`src/rtl/estufa_pkg.sv`:
```
// Shared types and sensor-code constants for the multizone greenhouse controller.
package estufa_pkg;

  // Per-zone controller state, also exported on the LCD debug bus.
  typedef enum logic [1:0] {
    IDLE  = 2'b00,
    HEAT  = 2'b01,
    COOL  = 2'b10,
    FAULT = 2'b11
  } zone_state_t;

  // Sensor code is {t1, t2}: t1 = temp >= 15 C, t2 = temp >= 20 C.
  localparam logic [1:0] COLD   = 2'b00;
  localparam logic [1:0] BAND   = 2'b10;
  localparam logic [1:0] HOT    = 2'b11;
  localparam logic [1:0] INCONS = 2'b01;

endpackage

```
`src/rtl/estufa_zona.sv`:
```
// One greenhouse zone: sensor debouncer, heater/cooler FSM with minimum run
// time, and a latched fault for inconsistent sensor readings.
// There are no handshakes here: every input is sampled on each clk_2 edge.
import estufa_pkg::*;

module estufa_zona #(
  parameter int DEB_CYCLES = 4,
  parameter int MIN_ON     = 8
) (
  input  logic        clk_2,
  input  logic        reset_n,
  input  logic        t1,
  input  logic        t2,
  input  logic        fault_clr,
  output logic        heat,
  output logic        cool,
  output logic        fault,
  output zone_state_t state
);

  localparam int DW = $clog2(DEB_CYCLES + 1);
  localparam int RW = $clog2(MIN_ON + 1);

  logic [1:0]    raw;
  logic [1:0]    raw_q;
  logic [1:0]    stable;
  logic [DW-1:0] deb_cnt;
  logic [DW-1:0] deb_next;
  logic [RW-1:0] run_cnt;
  logic          min_done;

  // Length of the current run of equal raw samples, including this edge's sample.
  // After reset the counter is 0, so the first sample always counts as 1.
  always_comb begin
    raw = {t1, t2};
    if (raw != raw_q)
      deb_next = DW'(1);
    else if (deb_cnt < DW'(DEB_CYCLES))
      deb_next = deb_cnt + DW'(1);
    else
      deb_next = deb_cnt;
  end

  // Debouncer: accept a raw code once it has been seen DEB_CYCLES edges in a row.
  always_ff @(posedge clk_2) begin
    if (!reset_n) begin
      raw_q   <= BAND;
      deb_cnt <= '0;
      stable  <= BAND;
    end else begin
      raw_q   <= raw;
      deb_cnt <= deb_next;
      if (deb_next == DW'(DEB_CYCLES))
        stable <= raw;
    end
  end

  // True once the zone has been in HEAT/COOL for at least MIN_ON edges.
  assign min_done = (run_cnt >= RW'(MIN_ON - 1));

  // Zone FSM plus run counter. An inconsistent code aborts HEAT/COOL at once;
  // otherwise HEAT/COOL always return through IDLE, never directly to each other.
  always_ff @(posedge clk_2) begin
    if (!reset_n) begin
      state   <= IDLE;
      run_cnt <= '0;
    end else begin
      case (state)
        IDLE: begin
          run_cnt <= '0;
          if (stable == COLD)        state <= HEAT;
          else if (stable == HOT)    state <= COOL;
          else if (stable == INCONS) state <= FAULT;
        end
        HEAT: begin
          if (run_cnt < RW'(MIN_ON)) run_cnt <= run_cnt + RW'(1);
          if (stable == INCONS)                   state <= FAULT;
          else if (min_done && stable != COLD)    state <= IDLE;
        end
        COOL: begin
          if (run_cnt < RW'(MIN_ON)) run_cnt <= run_cnt + RW'(1);
          if (stable == INCONS)                   state <= FAULT;
          else if (min_done && stable != HOT)     state <= IDLE;
        end
        default: begin
          run_cnt <= '0;
          if (fault_clr && stable != INCONS) state <= IDLE;
        end
      endcase
    end
  end

  // Moore outputs decoded straight from the state register.
  assign heat  = (state == HEAT);
  assign cool  = (state == COOL);
  assign fault = (state == FAULT);

endmodule

```
`src/rtl/estufa_multizona.sv`:
```
// Multizone greenhouse controller: NZONES independent zone controllers sharing
// clock, reset and the global fault-clear request.
import estufa_pkg::*;

module estufa_multizona #(
  parameter int NZONES     = 4,
  parameter int DEB_CYCLES = 4,
  parameter int MIN_ON     = 8
) (
  input  logic                  clk_2,
  input  logic                  reset_n,
  input  logic [NZONES-1:0]     t1,
  input  logic [NZONES-1:0]     t2,
  input  logic                  fault_clr,
  output logic [NZONES-1:0]     heat,
  output logic [NZONES-1:0]     cool,
  output logic [NZONES-1:0]     fault,
  output logic                  any_fault,
  output logic [2*NZONES-1:0]   zone_state
);

  for (genvar g = 0; g < NZONES; g++) begin : g_zone
    zone_state_t st;

    estufa_zona #(
      .DEB_CYCLES(DEB_CYCLES),
      .MIN_ON    (MIN_ON)
    ) u_zona (
      .clk_2    (clk_2),
      .reset_n  (reset_n),
      .t1       (t1[g]),
      .t2       (t2[g]),
      .fault_clr(fault_clr),
      .heat     (heat[g]),
      .cool     (cool[g]),
      .fault    (fault[g]),
      .state    (st)
    );

    assign zone_state[2*g+1:2*g] = st;
  end

  assign any_fault = |fault;

endmodule
```
`config.mk`:
```
export PLATFORM = sky130hd
export DESIGN_NAME = estufa_multizona
export DESIGN_NICKNAME = d
export VERILOG_FILES = /design/src/rtl/estufa_pkg.sv /design/src/rtl/estufa_zona.sv /design/src/rtl/estufa_multizona.sv
export SDC_FILE = /design/constraint.sdc
export NUM_CORES = 1
export LEC_CHECK = 0
export CAP_MARGIN = 20
export CORE_AREA = 2 2 83 85
export CTS_CLUSTER_DIAMETER = 50
export DETAILED_ROUTE_END_ITERATION = 8
export DIE_AREA = 0 0 85 87
export PLACE_DENSITY = 0.76
export SKIP_CTS_REPAIR_TIMING = 1
export SYNTH_ARGS = -nofsm -noshare
export SYNTH_HDL_FRONTEND = slang
export SYNTH_SLANG_ARGS = --single-unit
export TNS_END_PERCENT = 50
```
`constraint.sdc`:
```
create_clock -name clk_2 -period 1.9 [get_ports clk_2]
set_input_delay 0.38 -clock clk_2 [delete_from_list [all_inputs] [get_ports clk_2]]
set_output_delay 0.38 -clock clk_2 [all_outputs]
set_load 0.02 [all_outputs]
```
==> results of run 1 <==
[layout make-up]
type	count	share of cell area (%)
Multi-Input combinational cell	227	47.0
Sequential cell	52	30.3
Timing Repair Buffer	49	14.0
Inverter	27	2.94
Tap cell	80	2.91
Clock buffer	6	2.40
Clock inverter	2	0.436
[cells in the final DEF, fill, tap and decap left out, types with 2 or more instances in the layout]
master,count
sky130_fd_sc_hd__nand3_1,5
sky130_fd_sc_hd__or2b_1,3
sky130_fd_sc_hd__o21ai_0,11
sky130_fd_sc_hd__or3b_1,4
sky130_fd_sc_hd__ha_1,36
sky130_fd_sc_hd__nor2_1,38
sky130_fd_sc_hd__a211oi_1,3
sky130_fd_sc_hd__a32o_1,2
sky130_fd_sc_hd__dfxtp_1,51
sky130_fd_sc_hd__buf_4,17
sky130_fd_sc_hd__o21ai_1,2
sky130_fd_sc_hd__a31oi_1,8
sky130_fd_sc_hd__nand2b_1,9
sky130_fd_sc_hd__nor4_1,3
sky130_fd_sc_hd__a2111o_1,4
sky130_fd_sc_hd__xnor2_1,8
sky130_fd_sc_hd__clkinvlp_4,2
sky130_fd_sc_hd__nand2_1,38
sky130_fd_sc_hd__clkdlybuf4s50_1,18
sky130_fd_sc_hd__dlymetal6s2s_1,12
sky130_fd_sc_hd__mux2i_1,16
sky130_fd_sc_hd__nor2b_1,9
sky130_fd_sc_hd__o31a_1,4
sky130_fd_sc_hd__and3_1,5
sky130_fd_sc_hd__inv_1,27
sky130_fd_sc_hd__a221oi_1,4
sky130_fd_sc_hd__clkbuf_8,6
sky130_fd_sc_hd__xor2_1,12
[logic make-up after synthesis]
| group | count (synthesis) | share of synthesized area (%) |
|---|---|---|
| and+or+nand+nor | 116 | 19.0 |
| DFF | 52 | 36.4 |
| buffers and inverters | 43 | 7.22 |
| AOI/OAI and AO/OA | 39 | 9.85 |
| adders and majority gates | 36 | 15.8 |
| xor gates and xnor gates | 20 | 6.13 |
| muxes | 16 | 5.60 |
[stage by stage]
stage	utilization, %	instances	setup slack [ns]	TNS (ns)
2_1_floorplan	-	322	0.162	0
3_3_place_gp	50.4	435	-0.0293	-0.0293
3_5_place_dp	50.4	435	-0.0431	-0.104
4_1_cts	51.9	443	-0.387	-1.69
5_1_grt	52.4	443	-0.0493	-0.0493
6_report	52.4	443	0.0184	0
[cell usage after synthesis]
| cell | count | share of area, % |
|---|---|---|
| sky130_fd_sc_hd__xnor2_1 | 8 | 2.5 |
| sky130_fd_sc_hd__or4_1 | 1 | 0.26 |
| sky130_fd_sc_hd__o32ai_1 | 1 | 0.31 |
| sky130_fd_sc_hd__o21ai_0 | 11 | 1.9 |
| sky130_fd_sc_hd__nor4_1 | 4 | 0.88 |
| sky130_fd_sc_hd__inv_1 | 27 | 3.5 |
| sky130_fd_sc_hd__o31a_1 | 4 | 1.2 |
| sky130_fd_sc_hd__or2b_1 | 3 | 0.79 |
| sky130_fd_sc_hd__xor2_1 | 12 | 3.7 |
| sky130_fd_sc_hd__nand2b_1 | 9 | 2.0 |
| sky130_fd_sc_hd__o21ai_1 | 2 | 0.35 |
| sky130_fd_sc_hd__nand3_1 | 5 | 0.88 |
| sky130_fd_sc_hd__a211oi_1 | 3 | 0.79 |
| sky130_fd_sc_hd__nor2_1 | 38 | 5.0 |
| sky130_fd_sc_hd__a2111o_1 | 4 | 1.6 |
| sky130_fd_sc_hd__a32o_1 | 2 | 0.70 |
| sky130_fd_sc_hd__nor2b_1 | 9 | 2.0 |
| sky130_fd_sc_hd__nand2_1 | 38 | 5.0 |
| sky130_fd_sc_hd__ha_1 | 36 | 16 |
| sky130_fd_sc_hd__and3_1 | 5 | 1.1 |
| sky130_fd_sc_hd__or3b_1 | 4 | 1.2 |
| sky130_fd_sc_hd__a31oi_1 | 8 | 1.8 |
| sky130_fd_sc_hd__buf_4 | 12 | 3.2 |
| sky130_fd_sc_hd__a221oi_1 | 4 | 1.2 |
| sky130_fd_sc_hd__mux2i_1 | 16 | 5.6 |
| sky130_fd_sc_hd__clkbuf_1 | 4 | 0.53 |
| sky130_fd_sc_hd__dfxtp_1 | 52 | 36 |
[sequential cells by signal, indices dropped and copies added (netlist names)]
| signal | cells |
|---|---|
| g_zone.u_zona.state | 8 |
| g_zone.u_zona.deb_cnt | 12 |
| g_zone.u_zona.run_cnt | 16 |
| g_zone.u_zona.stable | 8 |
| g_zone.u_zona.raw_q | 8 |
[power by group]
| group | internal (mW) | switching [mW] | total, mW |
|---|---|---|---|
| Sequential | 1.19 | 0.0608 | 1.25 |
| Clock | 0.295 | 0.357 | 0.652 |
| Combinational | 0.605 | 0.630 | 1.24 |
[routing by layer]
layer | vias up | share of wire (%) | GRT usage (%)
met5 | - | 0 | 0
met2 | 38 | 46 | 22.2
met1 | 982 | 49 | 17.8
met3 | 9 | 4.2 | 3.51
li1 | 1146 | - | -
met4 | 0 | 1.5 | 5.05
[final timing paths]
kind	to
max	any_fault
min	g_zone[2].u_zona.stable[0]$_SDFFE_PN0N_
max reg2reg	g_zone[0].u_zona.stable[0]$_SDFFE_PN0N_
min reg2reg	g_zone[2].u_zona.stable[0]$_SDFFE_PN0N_
[tightest hold or removal path, stage by stage (launching register included)]
cell and delay (ns):
sky130_fd_sc_hd__dfxtp_2 0.36, sky130_fd_sc_hd__nand3_1 0.07, sky130_fd_sc_hd__o21ai_1 0.06
==> impl.org, run 1 <==
** Timing
- The count of final max-slew check failures came to 0.
- Unrepaired setup endpoints after global routing :: yes
- Slew margin rel. :: around three quarters
- Derived from the worst setup path, the maximum achievable clock frequency is ~0.53 GHz.
- Tightest Pin Transition :: roughly 0.35 ns
- Setup violations remaining at the end of the flow were counted as 0.
- After layout, the minimum clock period comes to 1.88 ns.
- Across the routed clock network, the largest skew measured is around 0.0049 ns.
- The number of hold-slack violations in the final timing report came to 0.
- The worst path uses around 100% of the clock period.
- Tightest hold margin :: between 0.5 and 0.6 ns

** Placement
- The congestion estimate from routability-driven global placement came to between 0.8 and 0.9.
- After detailed placement, the total cell area comes to ~3300 µm².
- Estimated wirelength of the detail-placed design :: ~3.8 mm
- During placement, the flow inserted port buffers numbering 31.

** Critical path
- The worst setup path is launched from a flip-flop.
- Flop2flop setup slack :: 0.14 ns
- Startpoint of the most critical setup path :: g_zone[3].u_zona.state[0]$_SDFFE_PN0P_
- FF-to-FF Start :: g_zone[0].u_zona.deb_cnt[0]$_SDFF_PN0_
- Kind of critical path :: reg2out
- In this run the worst path has a maximum fanout of 2.
- The worst setup path is captured at an output port.
- The number of buffers and inverters on the critical path is 1.
- Depth of the most critical reg-to-reg path :: 5
- CP peak stage delay :: 0.50 ns
- Data on the critical path is required at its endpoint by 1.52 ns.
- In this run the number of cells on the critical path is 3.
- The slowest stage of the critical path belongs to the cell sky130_fd_sc_hd__or4_1.
- Family of cells with the greatest summed delay on the critical path :: simple AND/OR/NAND/NOR gates
- Worst endpoint data arrival time :: ~1.5 ns
- The critical path goes through ha_1, or4_1, buf_2.

** Clock tree
- Clock net sink count :: between 50 and 60
- After clock tree synthesis, the clock-pin slew on the worst setup and hold paths is approximately 0.09 ns.
- Number of CTS-inserted buffers :: 5
- Clock tree buffer depth :: 2
- CTS placed an instance of sky130_fd_sc_hd__clkbuf_8 at the clock tree root.
- H-tree level count :: 2
- TritonCTS clock tree :: yes
- Clk_lat worst skew :: approximately 0.30 ns

** Die
- The core region is between 6000 and 7000 µm².
- Die Y-Extent :: 87 µm
- The die covers around 7400 µm².
- Number of rows created at floorplan :: 30
- For this configuration, the core starts out at a cell density of 43.5%.
- For this design the top-level I/O count stands at 32.
- Width of the chip :: ~85 µm

** Logic synthesis
- Count of unique library cells instantiated by Yosys :: 27
- Sequential-to-total area share from yosys stat :: between 30% and 40%
- After synthesis the netlist holds a flip-flop and latch count of 52.
- Syn_nets :: between 300 and 400
- The Yosys step of the flow raised 0 warnings.
- Summing every instance area after synthesis gives about 2900 µm².
- Syn avg cell area :: ~8.9 µm²
- Synthesized instance count :: around 320

** Power
- Peak ir drop on the vdd network :: 0.467 mV
- Total power for the finished layout comes to approximately 3.1 mW.
- Power spread over the standard cell area amounts to about 910 nW/µm².
- For this design the static power due to leakage is around 1.7 nW.

** Hold path
- Hold path startpoint :: g_zone[2].u_zona.stable[0]$_SDFFE_PN0N_
- Class of the most critical hold timing path :: reg2reg
- Hold Path Cell Cnt :: 2

** GRT
- Pin count of the biggest net entering global routing :: 41
- GRT Util Overall :: about 14%
- Antenna violations before repair :: 0
- Wire length of the first global-routing pass :: approximately 8.4 mm
- Remaining global-route overflow :: 0
- Number of global-route vias before repair :: roughly 2000

** Flow run
- Max_cap viols :: 0

** Route
- TritonRoute pass-1 iters :: 4
- In the routed design, unresolved DRC markers number 0.
- The detailed router placed approximately 2200 vias in this run.
- Sum of routed wire length over all layers :: about 4.9 mm
- The detailed router finished its first iteration with 80 violations.
- After detailed routing, the number of vias per cell comes to between 4 and 5.
- Once detail routing completed, the nets flagged for antenna violations numbered 0.
- Wire length per cell after detailed routing :: approximately 11 µm

** Layout
- The sequential cells in the finished layout cover a total of 1040 µm².
- Number of nets in the final layout :: 409
- Post-route cell area :: 3440 µm²
- Multi-input logic area :: between 1500 and 2000 µm²
- Share of post-route cells with drive strength above 1 :: 7.99%
- Fillers :: 578
- Number of diodes added for antenna fixing :: 0
- Layout-stage area growth over the synthesis result :: 20.4%

** Run status
- The run finished with clean final reports.
No activity file was read; power rests on OpenSTA's default activity.
==> run 2, diff against run 1 <==
--- a/config.mk
+++ b/config.mk
@@ -7,10 +7,12 @@
 export LEC_CHECK = 0
 export CAP_MARGIN = 20
 export CORE_AREA = 2 2 83 85
-export CTS_CLUSTER_DIAMETER = 50
+export CTS_CLUSTER_DIAMETER = 200
 export DETAILED_ROUTE_END_ITERATION = 8
 export DIE_AREA = 0 0 85 87
+export GPL_TIMING_DRIVEN = 0
 export PLACE_DENSITY = 0.76
+export REMOVE_ABC_BUFFERS = 1
 export SKIP_CTS_REPAIR_TIMING = 1
 export SYNTH_ARGS = -nofsm -noshare
 export SYNTH_HDL_FRONTEND = slang
==> run 2 against run 1 <==
The flow now finishes with violations (setup timing). Maximum frequency down 2.6%. Count of clock-buffer cells in the layout unchanged. Clock skew hardly changed. Sequential power grew 3%. Clock power increased by 13%. First-iteration DRC count fell by 1.3%. Sequential cell count stayed put. Largest power group unchanged. Highest routed layer unchanged.
==> impl.org, run 2 (synthesis gave the netlist of run 1 again) <==
** Power
- Peak ir drop on the vdd network :: 0.470 mV (+0.69%)
- The total power is 3.13 mW (-0.27%).
- The leakage power figure came to 1.61 nW (-4.6%).
- Power Density :: 931 nW/µm² (+2.2%)

** Timing
- Post-layout worst setup margin :: -0.0312 ns (-0.0496 ns)
- The final critical delay including setup and external delays was 1.93 ns (+0.0496 ns).
- Tightest Pin Transition :: 0.580 ns (+0.230 ns)
- The number of hold-slack violations in the final timing report came to 0 (unchanged).
- Final-report setup violation count :: 1 (+1)
- Achievable clock frequency :: 0.518 GHz (-2.6%)
- Final TNS setup :: -0.0312 ns (-0.0312 ns)
- The final clock skew came to 0.00520 ns (+0.000300 ns).
- Setup repair after global routing could not meet its margin everywhere.
- Tcrit/Tclk final :: 102% (+2.6 points)
- The max-slew headroom at the worst pin is 61.2% (-15 points).
- The count of final max-slew check failures is 0 (unchanged).

** Placement
- Estimated wirelength of the detail-placed design :: 3.78 mm (+0.35%)
- Final weighted congestion in routability-driven placement :: 0.884 (+4.6%)
- IO buf count :: 31 (unchanged)
- Worst setup slack before clock tree synthesis :: -0.225 ns (-0.182 ns)
- The post-placement cell area was 3190 µm² (-3.6%).

** Layout
- Post-Route Utilization :: 51.1% (-1.3 points)
- Fillers :: 582 (+0.69%)
- The count of inserted antenna diode cells is 0 (unchanged).
- Counting flops per register, the top entry is g_zone.u_zona.run_cnt.
- Number of flip-flops under the largest register name :: 16 (unchanged)
- The post-route cell area came to 3360 µm² (-2.4%).
- The library cells used most frequently in the layout, excluding fill and tap cells, are sky130_fd_sc_hd__dfxtp_1 (48), sky130_fd_sc_hd__nor2_1 (38), sky130_fd_sc_hd__nand2_1 (38).
- Share of post-route cells with drive strength above 1 :: 5.49% (-2.5 points)
- Number of nets in the final layout :: 392 (-4.2%)
- Most frequent standard cell in the layout excluding fill and tap cells :: sky130_fd_sc_hd__dfxtp_1
- Largest registers :: g_zone.u_zona.run_cnt x16, g_zone.u_zona.deb_cnt x12
- Layout-stage area growth over the synthesis result :: 17.5%

** Critical path
- Startpoint type of the worst setup path :: flip-flop
- Sum of buffers and inverters on the critical path :: 1 (unchanged)
- The worst setup path is captured at an output port.
- Flop2flop setup slack :: 0.14 ns (about the same)
- The required time of the critical path came to 1.52 ns (about the same).
- The critical path goes through ha_2, or4_1, clkbuf_2.
- Critical Path Slowest Stage Cell :: sky130_fd_sc_hd__or4_1
- FF-to-FF Start :: g_zone[2].u_zona.deb_cnt[0]$_SDFF_PN0_
- Worst reg2reg endpoint :: g_zone[2].u_zona.stable[1]$_SDFFE_PN1N_
- Among cell families on the critical path, the largest total delay comes from simple AND/OR/NAND/NOR gates.
- Worst endpoint data arrival time :: 1.55 ns (+0.05 ns)
- The maximum fanout count along the critical path was 5 (+3).
- The worst reg-to-reg path cell count was 5 (unchanged).
- CP peak stage delay :: 0.51 ns (about the same)
- Kind of critical path :: reg2out

** Die
- Die area :: 7400 µm² (unchanged)
- I/O pins :: 32 (unchanged)
- Width of the chip :: 85 µm (unchanged)
- The die outline height came to 87 µm (unchanged).
- Core footprint :: 6570 µm² (unchanged)
- Number of rows created at floorplan :: 30 (unchanged)
- The initial core utilization is 43.5% (unchanged).

** Clock tree
- H-tree level count :: 2 (unchanged)
- TritonCTS clock tree :: yes
- The number of clock buffers inserted by TritonCTS is 5 (unchanged).
- The maximum root-to-sink buffer count was 2 (unchanged).
- Root buffer selected by CTS :: sky130_fd_sc_hd__clkbuf_8
- Clk_lat worst skew :: 0.30 ns (about the same)
- The clock transition at the register clock pins on the worst setup and hold paths after CTS came to 0.09 ns (about the same).
- Clock net sink count :: 52 (unchanged)

** GRT
- Number of global-route vias before repair :: 2024 (+2.0%)
- The total overflow reported by the global router was 0 (unchanged).
- The global-route wire length before repair came to 8.42 mm (+0.25%).
- The initial antenna violation count was 0 (unchanged).
- The global-route total usage across every layer came to 13.8% (+0.078 points).
- Pin count of the biggest net entering global routing :: 29 (-29%)

** Route
- TritonRoute pass-1 iters :: 4 (unchanged)
- The vias after detailed routing is 2129 (-2.1%).
- The average wire per cell in the routed design was 11.6 µm (+4.2%).
- Initial detailed-routing violation count :: 79 (-1.3%)
- Number of DRC violations after detailed routing :: 0 (unchanged)
- Sum of routed wire length over all layers :: 4.95 mm (+0.20%)
- The remaining antenna violation count after routing is 0 (unchanged).
- The via-per-instance ratio is 5.00 (+1.8%).

** Hold path
- Hold path startpoint :: g_zone[0].u_zona.state[0]$_SDFFE_PN0P_
- The depth of the worst hold-timing path is 2 (unchanged).
- For hold timing, the worst endpoint is g_zone[0].u_zona.state[0]$_SDFFE_PN0P_.
- Class of the most critical hold timing path :: reg2reg

** Flow run
- The max capacitance violation total is 0 (unchanged).

** Run status
- Result of the run :: complete, but fails checks
- The final reports fail on setup timing.
[run 2: cell type report]
cell class | instances | area (µm²) | area share [%]
tap | 80 | 100 | 2.98
multi-input combinational | 227 | 1640 | 48.9
clock inverter | 2 | 35.0 | 1.04
inverter | 27 | 101 | 3.02
clock buffer | 6 | 72.6 | 2.16
timing repair buffer | 32 | 363 | 10.8
sequential | 52 | 1050 | 31.1
[run 2: how the worst max path moves through the flow]
stage / startpoint / to / slack (ns) / cells after the start
after floorplan: g_zone[0].u_zona.state[0]$_SDFFE_PN0P_ / g_zone[0].u_zona.state[0]$_SDFFE_PN0P_ / 0.10 / 5
after global placement: reset_n / g_zone[2].u_zona.stable[1]$_SDFFE_PN1N_ / -0.44 / 4
after detailed placement: fault_clr / g_zone[3].u_zona.state[0]$_SDFFE_PN0P_ / -0.23 / 5
after CTS: g_zone[0].u_zona.state[0]$_SDFFE_PN0P_ / any_fault / -0.51 / 3
after global routing: g_zone[3].u_zona.state[1]$_SDFFE_PN0P_ / any_fault / -0.1 / 3
final: g_zone[3].u_zona.state[1]$_SDFFE_PN0P_ / any_fault / -0.03 / 3
[run 2: through the flow]
stage	instances	hold WS [ns]
finish	426	0.507
global route	426	0.521
CTS	426	0.527
detailed placement	418	0.511
global placement	417	0.506
floorplan	306	0.475
[run 2: layer usage]
metal	global-route usage, %	part of all wire [%]
met1	16.8	48
met2	24.1	48
met3	3.03	3.1
met4	4.91	1.0
met5	0	0
[run 2: power breakdown]
| part | total, mW | leakage (nW) | internal (mW) | switching, mW |
|---|---|---|---|---|
| registers | 1.29 | 0.426 | 1.19 | 0.102 |
| clock network | 0.735 | 0.0552 | 0.391 | 0.344 |
| logic | 1.10 | 1.13 | 0.508 | 0.589 |
[run 2: worst reg2reg max path, stage by stage, from the launching register on]
cell                       delay [ns]
sky130_fd_sc_hd__dfxtp_1         0.34
sky130_fd_sc_hd__ha_1            0.31
sky130_fd_sc_hd__or3b_1          0.36
sky130_fd_sc_hd__a2111o_1        0.47
sky130_fd_sc_hd__nor2_1          0.13
sky130_fd_sc_hd__a31oi_1         0.05
